`src/rtl/hazard_pkg.sv`:
```
// Shared types and helpers for the pipeline hazard controller.
// Register validity and matching depend on the ISA mode (RISC-V or ARM).
package hazard_pkg;

    typedef enum logic [1:0] {
        S_FILL   = 2'd0,
        S_RUN    = 2'd1,
        S_MDBUSY = 2'd2
    } state_e;

    localparam logic [1:0] FWD_RF   = 2'b00;
    localparam logic [1:0] FWD_WB   = 2'b01;
    localparam logic [1:0] FWD_MEM  = 2'b10;
    localparam logic [1:0] LOAD_SRC = 2'b01;

    // ARM ignores bit 4 and never treats r15 (PC+8) as a real source.
    function automatic logic reg_valid(input logic arm, input logic [4:0] r);
        return arm ? (r[3:0] != 4'hF) : (r != 5'd0);
    endfunction

    function automatic logic reg_match(input logic arm,
                                       input logic [4:0] a,
                                       input logic [4:0] b);
        return arm ? (a[3:0] == b[3:0]) : (a == b);
    endfunction

endpackage

```
`src/rtl/hazard_ctrl_fwd_sel.sv`:
```
// Per-operand forwarding mux select for the Execute stage.
// Memory-stage result takes priority over Writeback.
module fwd_sel
    import hazard_pkg::*;
(
    input  logic       arm,
    input  logic [4:0] RsE,
    input  logic [4:0] RdM,
    input  logic [4:0] RdW,
    input  logic       RegWriteM,
    input  logic       RegWriteW,
    output logic [1:0] fwd
);

    logic rs_ok;

    always_comb begin
        rs_ok = reg_valid(arm, RsE);
        fwd   = FWD_RF;
        if (rs_ok && RegWriteM && reg_match(arm, RdM, RsE)) begin
            fwd = FWD_MEM;
        end else if (rs_ok && RegWriteW && reg_match(arm, RdW, RsE)) begin
            fwd = FWD_WB;
        end
    end

endmodule

```
`src/rtl/hazard_ctrl.sv`:
```
// Pipeline hazard controller: post-reset fill, branch flush, load-use
// stall, multi-cycle op stall and Execute-stage operand forwarding.
module hazard_ctrl
    import hazard_pkg::*;
#(
    parameter int FILL_CYCLES = 2
) (
    input  logic       clk,
    input  logic       rst,
    input  logic       arm,
    input  logic [4:0] Rs1D,
    input  logic [4:0] Rs2D,
    input  logic [4:0] Rs1E,
    input  logic [4:0] Rs2E,
    input  logic [4:0] RdE,
    input  logic [1:0] ResultSrcE,
    input  logic       PCSrcE,
    input  logic       mdStartE,
    input  logic [3:0] mdCyclesE,
    input  logic [4:0] RdM,
    input  logic [4:0] RdW,
    input  logic       RegWriteM,
    input  logic       RegWriteW,
    output logic       stallF,
    output logic       stallD,
    output logic       stallE,
    output logic       flushD,
    output logic       flushE,
    output logic       flushM,
    output logic [1:0] ForwardAE,
    output logic [1:0] ForwardBE
);

    state_e     state_q, state_d;
    logic [3:0] cnt_q, cnt_d;
    logic       load_use;
    logic       md_go;
    logic [1:0] fwd_a, fwd_b;

    always_comb begin
        load_use = (ResultSrcE == LOAD_SRC) &&
                   ((reg_valid(arm, Rs1D) && reg_match(arm, RdE, Rs1D)) ||
                    (reg_valid(arm, Rs2D) && reg_match(arm, RdE, Rs2D)));
        md_go    = mdStartE && (mdCyclesE >= 4'd2);
    end

    always_ff @(posedge clk or posedge rst) begin
        if (rst) begin
            state_q <= S_FILL;
            cnt_q   <= 4'(FILL_CYCLES);
        end else begin
            state_q <= state_d;
            cnt_q   <= cnt_d;
        end
    end

    always_comb begin
        state_d = state_q;
        cnt_d   = cnt_q;
        unique case (state_q)
            S_FILL: begin
                cnt_d = cnt_q - 4'd1;
                if (cnt_q == 4'd1) state_d = S_RUN;
            end
            S_RUN: begin
                if (!PCSrcE && md_go) begin
                    state_d = S_MDBUSY;
                    cnt_d   = mdCyclesE - 4'd1;
                end
            end
            S_MDBUSY: begin
                if (cnt_q > 4'd1) cnt_d = cnt_q - 4'd1;
                else              state_d = S_RUN;
            end
            default: state_d = S_FILL;
        endcase
    end

    // Load-use is Mealy: it reacts to the current Decode/Execute regs.
    always_comb begin
        stallF = 1'b0;
        stallD = 1'b0;
        stallE = 1'b0;
        flushD = 1'b0;
        flushE = 1'b0;
        flushM = 1'b0;
        unique case (state_q)
            S_FILL: begin
                stallF = 1'b1;
                flushD = 1'b1;
                flushE = 1'b1;
                flushM = 1'b1;
            end
            S_RUN: begin
                if (PCSrcE) begin
                    flushD = 1'b1;
                    flushE = 1'b1;
                end else if (md_go) begin
                    stallF = 1'b1;
                    stallD = 1'b1;
                    stallE = 1'b1;
                    flushM = 1'b1;
                end else if (load_use) begin
                    stallF = 1'b1;
                    stallD = 1'b1;
                    flushE = 1'b1;
                end
            end
            S_MDBUSY: begin
                if (cnt_q > 4'd1) begin
                    stallF = 1'b1;
                    stallD = 1'b1;
                    stallE = 1'b1;
                    flushM = 1'b1;
                end
            end
            default: begin
                stallF = 1'b1;
                flushD = 1'b1;
                flushE = 1'b1;
                flushM = 1'b1;
            end
        endcase
        ForwardAE = (state_q == S_RUN || state_q == S_MDBUSY) ? fwd_a : FWD_RF;
        ForwardBE = (state_q == S_RUN || state_q == S_MDBUSY) ? fwd_b : FWD_RF;
    end

    fwd_sel u_fwd_a (
        .arm      (arm),
        .RsE      (Rs1E),
        .RdM      (RdM),
        .RdW      (RdW),
        .RegWriteM(RegWriteM),
        .RegWriteW(RegWriteW),
        .fwd      (fwd_a)
    );

    fwd_sel u_fwd_b (
        .arm      (arm),
        .RsE      (Rs2E),
        .RdM      (RdM),
        .RdW      (RdW),
        .RegWriteM(RegWriteM),
        .RegWriteW(RegWriteW),
        .fwd      (fwd_b)
    );

endmodule

```
`config.mk`:
```
export PLATFORM = sky130hd
export DESIGN_NAME = hazard_ctrl
export DESIGN_NICKNAME = d
export VERILOG_FILES = /design/src/rtl/hazard_pkg.sv /design/src/rtl/hazard_ctrl_fwd_sel.sv /design/src/rtl/hazard_ctrl.sv
export SDC_FILE = /design/constraint.sdc
export NUM_CORES = 1
export LEC_CHECK = 0
export ABC_AREA = 0
export CAP_MARGIN = 20
export CORE_MARGIN = 2
export CORE_UTILIZATION = 40
export DETAILED_ROUTE_END_ITERATION = 8
export MAX_ROUTING_LAYER = met4
export PLACE_DENSITY = 0.89
export SLEW_MARGIN = 20
export SYNTH_ARGS = -nofsm -noshare
export SYNTH_HDL_FRONTEND = slang
export SYNTH_HIERARCHICAL = 1
export SYNTH_SLANG_ARGS = --single-unit
```
`constraint.sdc`:
```
create_clock -name clk -period 2.9 [get_ports clk]
set_clock_uncertainty 0.05 [all_clocks]
set_input_delay 0.725 -clock clk [delete_from_list [all_inputs] [get_ports clk]]
set_output_delay 0.725 -clock clk [all_outputs]
set_load 0.005 [all_outputs]
```
After elaboration in Yosys (flattened, before gate mapping)
Cells that the tools add are included.

operators by class
  $lt $le $gt $ge = 2
  reduce and logical (&&, ||, !) cells = 24
  equality and inequality tests = 24
  muxes and demuxes = 38
  add/sub/neg operators = 2

operators by type and width
  kind                                                                                  number
  5-bit equality test                                                                   6
  4-bit equality test                                                                   6
  1-bit two-way mux                                                                     21
  5-bit nonzero test                                                                    4
  4-bit != test (second input constant)                                                 4
  2-bit two-way mux                                                                     7
  1-bit logical AND                                                                     13
  1-bit one-hot mux with 2 select lines                                                 6
  4-bit one-hot mux with 3 select lines                                                 1
  4-bit two-way mux                                                                     2
  2-bit != test (second input constant)                                                 4
  4-bit by 1-bit subtractor with 4-bit output (second input constant)                   2
  2-bit one-hot mux with 3 select lines                                                 1
  3-bit AND reduction                                                                   2
  2-bit by 1-bit equality test with 1-bit output (second input constant)                2
  4-bit by 1-bit equality test with 1-bit output (second input constant)                1
  4-bit by 2-bit greater-or-equal comparator with 1-bit output (second input constant)  1
  4-bit by 1-bit greater-than comparator with 1-bit output (second input constant)      1
  3-bit nonzero test                                                                    1
  2-bit equality test (second input constant)                                           1
  2-bit logical NOT                                                                     1
  1-bit logical OR                                                                      2
  1-bit logical NOT                                                                     1

storage, ports and cells
  logic and storage cells = 92
  input bits = 48
  flip-flop bits (word level) = 6
  output and inout bits = 10

Longest topological paths before layout
Gate-level depths: netlist of the first run.

  depth in word-level cells = 9
  mapped depth = 7
  depth with buffers taken out = 6

Modules after synthesis
Netlist of the first run, hierarchy kept.

by module, submodules not included
  module       area an instance (um^2)  cells each  times used
  hazard_ctrl  857.1                    105         1
  fwd_sel      158.9                    20          2

Least setup slack after synthesis of the first run
No wires, ideal clock.

  kind = input to output
  start = input port mdCyclesE[0]
  end = output port stallF
  data required time = 2125 ps
  stages = 6
  setup slack = 183 ps
  arrival time = 1942 ps
  cells stage by stage = inv_1 > ha_1 > or4_4 > and3b_4 > a221oi_2 > nand3_1

on the way
  longest elaborated chain between the ends = 5

RTL lines
  what                                                          RTL line           RTL
  start: declaration                                            hazard_ctrl.sv:19  input logic [3:0] mdCyclesE,
  4-bit by 2-bit greater-or-equal comparator with 1-bit output  hazard_ctrl.sv:44  md_go = mdStartE && (mdCyclesE >= 4'd2);
  1-bit logical AND                                             hazard_ctrl.sv:44
  1-bit two-way mux                                             hazard_ctrl.sv:98  end else if (md_go) begin
  1-bit two-way mux                                             hazard_ctrl.sv:95  if (PCSrcE) begin
  1-bit one-hot mux with 2 select lines                         hazard_ctrl.sv:87  unique case (state_q)
  end: declaration                                              hazard_ctrl.sv:24  output logic stallF,

Every way passes these cells.

Final worst setup path of the first run
Same ends and word-level chain as after synthesis.

==> impl_metrics.tcl, run 1 <==
set metrics [dict create \
    area_growth_pct 74.9 \
    setup_viol 4 \
    cp.arrival_ns 2.19 \
    synth_area_leaders "xor2_1 16%, dfrtp_1 11%, ha_1 8.5%, xnor2_1 7.5%, nor3_1 3.8%" \
    grt-ovfl-total 0 \
    seq_area_um2 151 \
    fin_crit_ns 2.96 \
    final_util_pct 73.9 \
    synth-seq-area-share_pct 12.9 \
    path_buf_inv 3 \
    clock-sinks 6 \
    maxCapViolCount 0 \
    synthTopCellsByCount "22 x xor2_1, 11 x inv_1, 10 x nor2_1, 10 x xnor2_1, 9 x nor3_1" \
    path_clk_slew_ns 0.04 \
    synth_top_area_cell "xor2_1" \
    num-nets-final 290 \
    drive_gt1_share_pct 29.6 \
    max_freq_mhz 337 \
    place.gp.congestion 0.893 \
    dp_hpwl_um 2940 \
    cts_tree "done" \
    synth_ff_type "dfrtp_1" \
    synth-edff-count 0 \
    cts_buffer_depth 2 \
    fillers 205 \
    min_path_type "flop to flop" \
    power_mw 0.982 \
    synth.ff_latch_count 6 \
    io_buffer_count 57 \
    finalWirelength_um 3900 \
    cellPowerDensity_nw_per_um2 478 \
    maxSlewHeadroom_pct 63.0 \
    drc 0 \
    violations "negative setup slack" \
    hold_violations 0 \
    rsz0062_at_grt "yes" \
    cp_top_family "simple AND/OR/NAND/NOR gates" \
    clkLatencyLatePin_ns 0.24 \
    die_h_um 58.2 \
    syn_nets 201 \
    synthesis.area_um2 1170 \
    cp.required_ns 2.12 \
    fin_ws_ns -0.0646 \
    r2r_slack_ns 0.93 \
    rows 19 \
    cts_buffers 3 \
    crit_type "input port to output port" \
    insertedDiodeCount 0 \
    track_usage_pct 23.1 \
    critical-path-max-stage-delay_ns 0.48 \
    cp_max_fo 2 \
    crit_path_cell_trace "buf_8 > inv_4 > ha_4 > or4_4 > and3b_4 > a221oi_4 > nand3_1 > buf_2" \
    grt_max_degree 13 \
    io-pin-count 58 \
    layout_worst_path_cycle_share_pct 102 \
    synth.avg_cell_area_um2 8.10 \
    yosysWarningCount 6 \
    synth_top_area_share_pct 16.4 \
    crit_slowest_cell "or4_4" \
    status "finished, violations left" \
    hold_buffers 0 \
    hold_ws_ns 0.476 \
    drtAntennaViolNets 0 \
    vias 1440 \
    synth_cells 145 \
    setup_tns_ns -0.140 \
    cts_root_buf "clkbuf_4" \
    die_w_um 58.2 \
    multi_input_area_um2 1050 \
    synth_cell_types 42 \
    core_um2 2780 \
    drtPass1Iterations 4 \
    grt_pass1_vias 1422 \
    synthArstFlopShare_pct 100 \
    worst_pin_slew_ns 0.549 \
    vias_per_cell 5.45 \
    design.die.area_um2 3390 \
    finalInstanceArea_um2 2050 \
    wl_per_cell_um 14.8 \
    first_iter_violations 87 \
    cts_max_level 1 \
    cp-start-kind "input port" \
    antenna_found_initial 0 \
    drv_slew 0 \
    leakagePower_nw 0.941 \
    ir_drop_mv 0.547 \
    start_util_pct 42.2 \
    synth.most_common_cell "xor2_1" \
    dpl_cell_area_um2 1960 \
    cp-end-kind "output port" \
    grt_pass1_wl_um 6010 \
]
==> layer usage <==
metal / vias up / track usage [%] / wire, um
li1: 710 / - / -
met1: 644 / 28.7 / 1680
met2: 75 / 38.3 / 1880
met3: 11 / 2.46 / 253
met4: 0 / 9.30 / 81
met5: - / - / 0
==> worst paths after layout <==
| check | from | to | cells past startpoint |
|---|---|---|---|
| max | mdCyclesE[0] | stallF | 8 |
| min | cnt_q[3] | cnt_q[3] | 1 |
| max reg2reg | state_q[1] | cnt_q[2] | 6 |
| min reg2reg | cnt_q[3] | cnt_q[3] | 1 |
| max in group asynchronous | rst | cnt_q[1] | 2 |
| min in group asynchronous | rst | cnt_q[2] | 2 |
==> kinds of logic (layout without fill, tap and decap cells) <==
group | count (synthesis) | count (layout) | synth area share, %
compound gates | 27 | 27 | 18.8
xor+xnor | 32 | 32 | 23.9
flops | 6 | 6 | 12.9
buf+inv | 13 | 101 | 4.26
simple gates | 54 | 54 | 27.2
fa+ha+maj | 8 | 8 | 8.52
mux | 5 | 5 | 4.47
==> flip-flops by register name, summed over array words and instances, names as in the netlist <==
name / cells
state_q: 2
cnt_q: 4
==> power breakdown <==
group          total (mW)  internal, mW  switching, mW
logic               0.734         0.354          0.380
registers           0.166         0.134         0.0321
clock network      0.0822        0.0521         0.0301
total               0.982         0.539          0.443
==> placed cells by master, fill, tap and decap left out, drive strengths merged, types with 5 or more instances in the layout <==
| cell type | synthesis | final |
|---|---|---|
| nor2 | 10 | 10 |
| inv | 11 | 11 |
| clkbuf | 1 | 7 |
| xnor2 | 10 | 10 |
| nand4 | 7 | 7 |
| xor2 | 22 | 22 |
| buf | 1 | 41 |
| dfrtp | 5 | 5 |
| dlygate4sd2 | 0 | 7 |
| ha | 8 | 8 |
| clkdlybuf4s50 | 0 | 22 |
| nor3 | 9 | 9 |
| clkdlybuf4s15 | 0 | 9 |
==> area by class of cell <==
cell class                 count  share of cell area [%]
multi-input combinational    126                    51.3
sequential                     6                    7.37
tap                           31                    1.89
timing repair buffer          86                    36.0
inverter                      11                    2.13
clock buffer                   4                    1.28
==> per-stage QoR <==
step / std cells / setup WS [ns]
2_1_floorplan: 145 / 0.183
3_3_place_gp: 255 / -0.760
3_5_place_dp: 255 / -0.814
4_1_cts: 263 / -0.0547
5_1_grt: 264 / -0.133
6_report: 264 / -0.0646
==> timing repair <==
item / CTS / global route
pin swaps: 25 / 15
setup endpoints to repair: 9 / 9
setup buffers: 4 / 1
gates resized for setup: 95 / 13
Note: power is estimated with default switching activity, not from simulation.
==> run 2: changes to the inputs <==
- ABC_CLOCK_PERIOD_IN_PS: not set -> 2900
- DONT_BUFFER_PORTS: not set -> 1
- PLACE_DENSITY: 0.89 -> 0.63
==> run 2 against run 1 <==
Against the previous run:
- the flow now finishes without violations
- die area unchanged
- combinational power shrank 27%
- core utilization down 29 points
- final area down 40%
- clock power shrank 1%
- critical path type unchanged
==> impl_metrics.tcl, run 2 (same netlist as run 1, synthesis figures left out) <==
set metrics [dict create \
    status "completed" \
    maxCapViolCount 0 \
    wl_per_cell_um 15.7 \
    vias_per_cell 6.16 \
    instances_no_fill 179 \
    mostFrequentLayoutCell "xor2_1" \
    min_path_type "input port to async pin" \
    cts_root_buf "clkbuf_4" \
    dp.cells 175 \
    cp.arrival_ns 2.02 \
    largest_reg_flops 4 \
    grt_pass1_vias 1119 \
    max_freq_mhz 358 \
    area_growth_pct 5.43 \
    grt_max_degree 14 \
    drc 0 \
    insertedDiodeCount 0 \
    vias 1102 \
    cts_tree "done" \
    antenna_found_initial 0 \
    clkLatencyLatePin_ns 0.24 \
    reg.largest.list "cnt_q x4, state_q x2" \
    die_w_um 58.2 \
    num-nets-final 205 \
    cts_buffers 3 \
    crit_path_cell_trace "inv_1 > ha_1 > or4_4 > and3b_4 > a221oi_2 > nand3_1" \
    cp-end-kind "output port" \
    cp_max_fo 3 \
    ir_drop_mv 0.344 \
    ctsResizeCount 0 \
    setup_tns_ns 0 \
    setup_viol 0 \
    hold_buffers 0 \
    fin_crit_ns 2.79 \
    worst_pin_slew_ns 0.492 \
    grt_pass1_wl_um 4570 \
    first_iter_violations 51 \
    crit_type "input port to output port" \
    cts_max_level 1 \
    cp-start-kind "input port" \
    critical-path-max-stage-delay_ns 0.43 \
    fillers 281 \
    io_buffer_count 0 \
    leakagePower_nw 0.509 \
    design.die.area_um2 3390 \
    cp.required_ns 2.12 \
    die_h_um 58.2 \
    drtPass1Iterations 4 \
    path_clk_slew_ns 0.05 \
    layout_common_cells "22 x xor2_1, 11 x inv_1, 10 x nor2_1, 10 x xnor2_1, 9 x nor3_1" \
    crit_slowest_cell "or4_4" \
    io-pin-count 58 \
    track_usage_pct 17.5 \
    layout_worst_path_cycle_share_pct 96.4 \
    grt-ovfl-total 0 \
    place.gp.congestion 0.847 \
    drv_slew 0 \
    drtAntennaViolNets 0 \
    post_cts_buffers 0 \
    clock-sinks 6 \
    finalWirelength_um 2810 \
    dp_hpwl_um 2410 \
    maxSlewHeadroom_pct 67.0 \
    hold_ws_ns 0.235 \
    drive_gt1_share_pct 10.8 \
    top_register "cnt_q" \
    hold_violations 0 \
    core_um2 2780 \
    rsz0062_at_grt "no" \
    start_util_pct 42.2 \
    rows 19 \
    cellPowerDensity_nw_per_um2 632 \
    cts_buffer_depth 2 \
]
[run 2: cell types whose count changed in the layout (fill, tap and decap cells not counted), sizes merged]
cell	delta
clkdlybuf4s50	-22
dlymetal6s2s	-4
buf	-40
clkdlybuf4s15	-9
clkbuf	-3
dlygate4sd2	-7
[run 2: per-layer routing]
layer | up-vias | GRT usage [%] | wire [um] | part of all wire [%]
li1 | 542 | - | - | -
met1 | 514 | 20.0 | 1170 | 42
met2 | 42 | 30.0 | 1410 | 50
met3 | 4 | 3.57 | 216 | 7.7
met4 | 0 | 6.31 | 21 | 0.75
met5 | - | - | 0 | 0
[run 2: path summary, 6_finish.rpt]
kind | to | cells past startpoint | startpoint | slack (ns)
max | stallF | 6 | mdCyclesE[0] | 0.11
min | cnt_q[2] | 1 | rst | 0.24
max reg2reg | cnt_q[2] | 6 | state_q[1] | 1.00
min reg2reg | cnt_q[3] | 1 | cnt_q[3] | 0.48
max in group asynchronous | cnt_q[1] | 1 | rst | 2.31
min in group clk | cnt_q[3] | 1 | cnt_q[3] | 0.48
[run 2: worst max-delay path: cells and delay by family]
kind | cells | cell delay [ns]
and+or+nand+nor | 3 | 0.77
AOI/OAI and AO/OA | 1 | 0.30
adders and majority gates | 1 | 0.18
buffers and inverters | 1 | 0.03
[run 2: stage by stage]
| stage | power, mW | instance area (um^2) | util [%] | worst slack, ns |
|---|---|---|---|---|
| after floorplan | 0.599 | 1170 | - | 0.183 |
| after global placement | 0.683 | 1210 | 43.6 | 0.137 |
| after detailed placement | 0.701 | 1210 | 43.6 | 0.107 |
| after CTS | 0.790 | 1240 | 44.5 | 0.107 |
| after global routing | 0.864 | 1240 | 44.5 | 0.0656 |
| final | 0.783 | 1240 | 44.5 | 0.105 |
[run 2: final cells by class]
cell class	count	area (um^2)	area share (%)
tap	31	38.8	3.13
clock buffer	4	26.3	2.12
timing repair buffer	1	7.51	0.606
multi-input combinational	126	973	78.6
sequential	6	151	12.2
inverter	11	41.3	3.33
[run 2: where the power goes]
group / internal, mW / total (mW) / switching [mW]
clock: 0.0521 / 0.0812 / 0.0291
combinational: 0.233 / 0.535 / 0.302
sequential: 0.133 / 0.167 / 0.0331
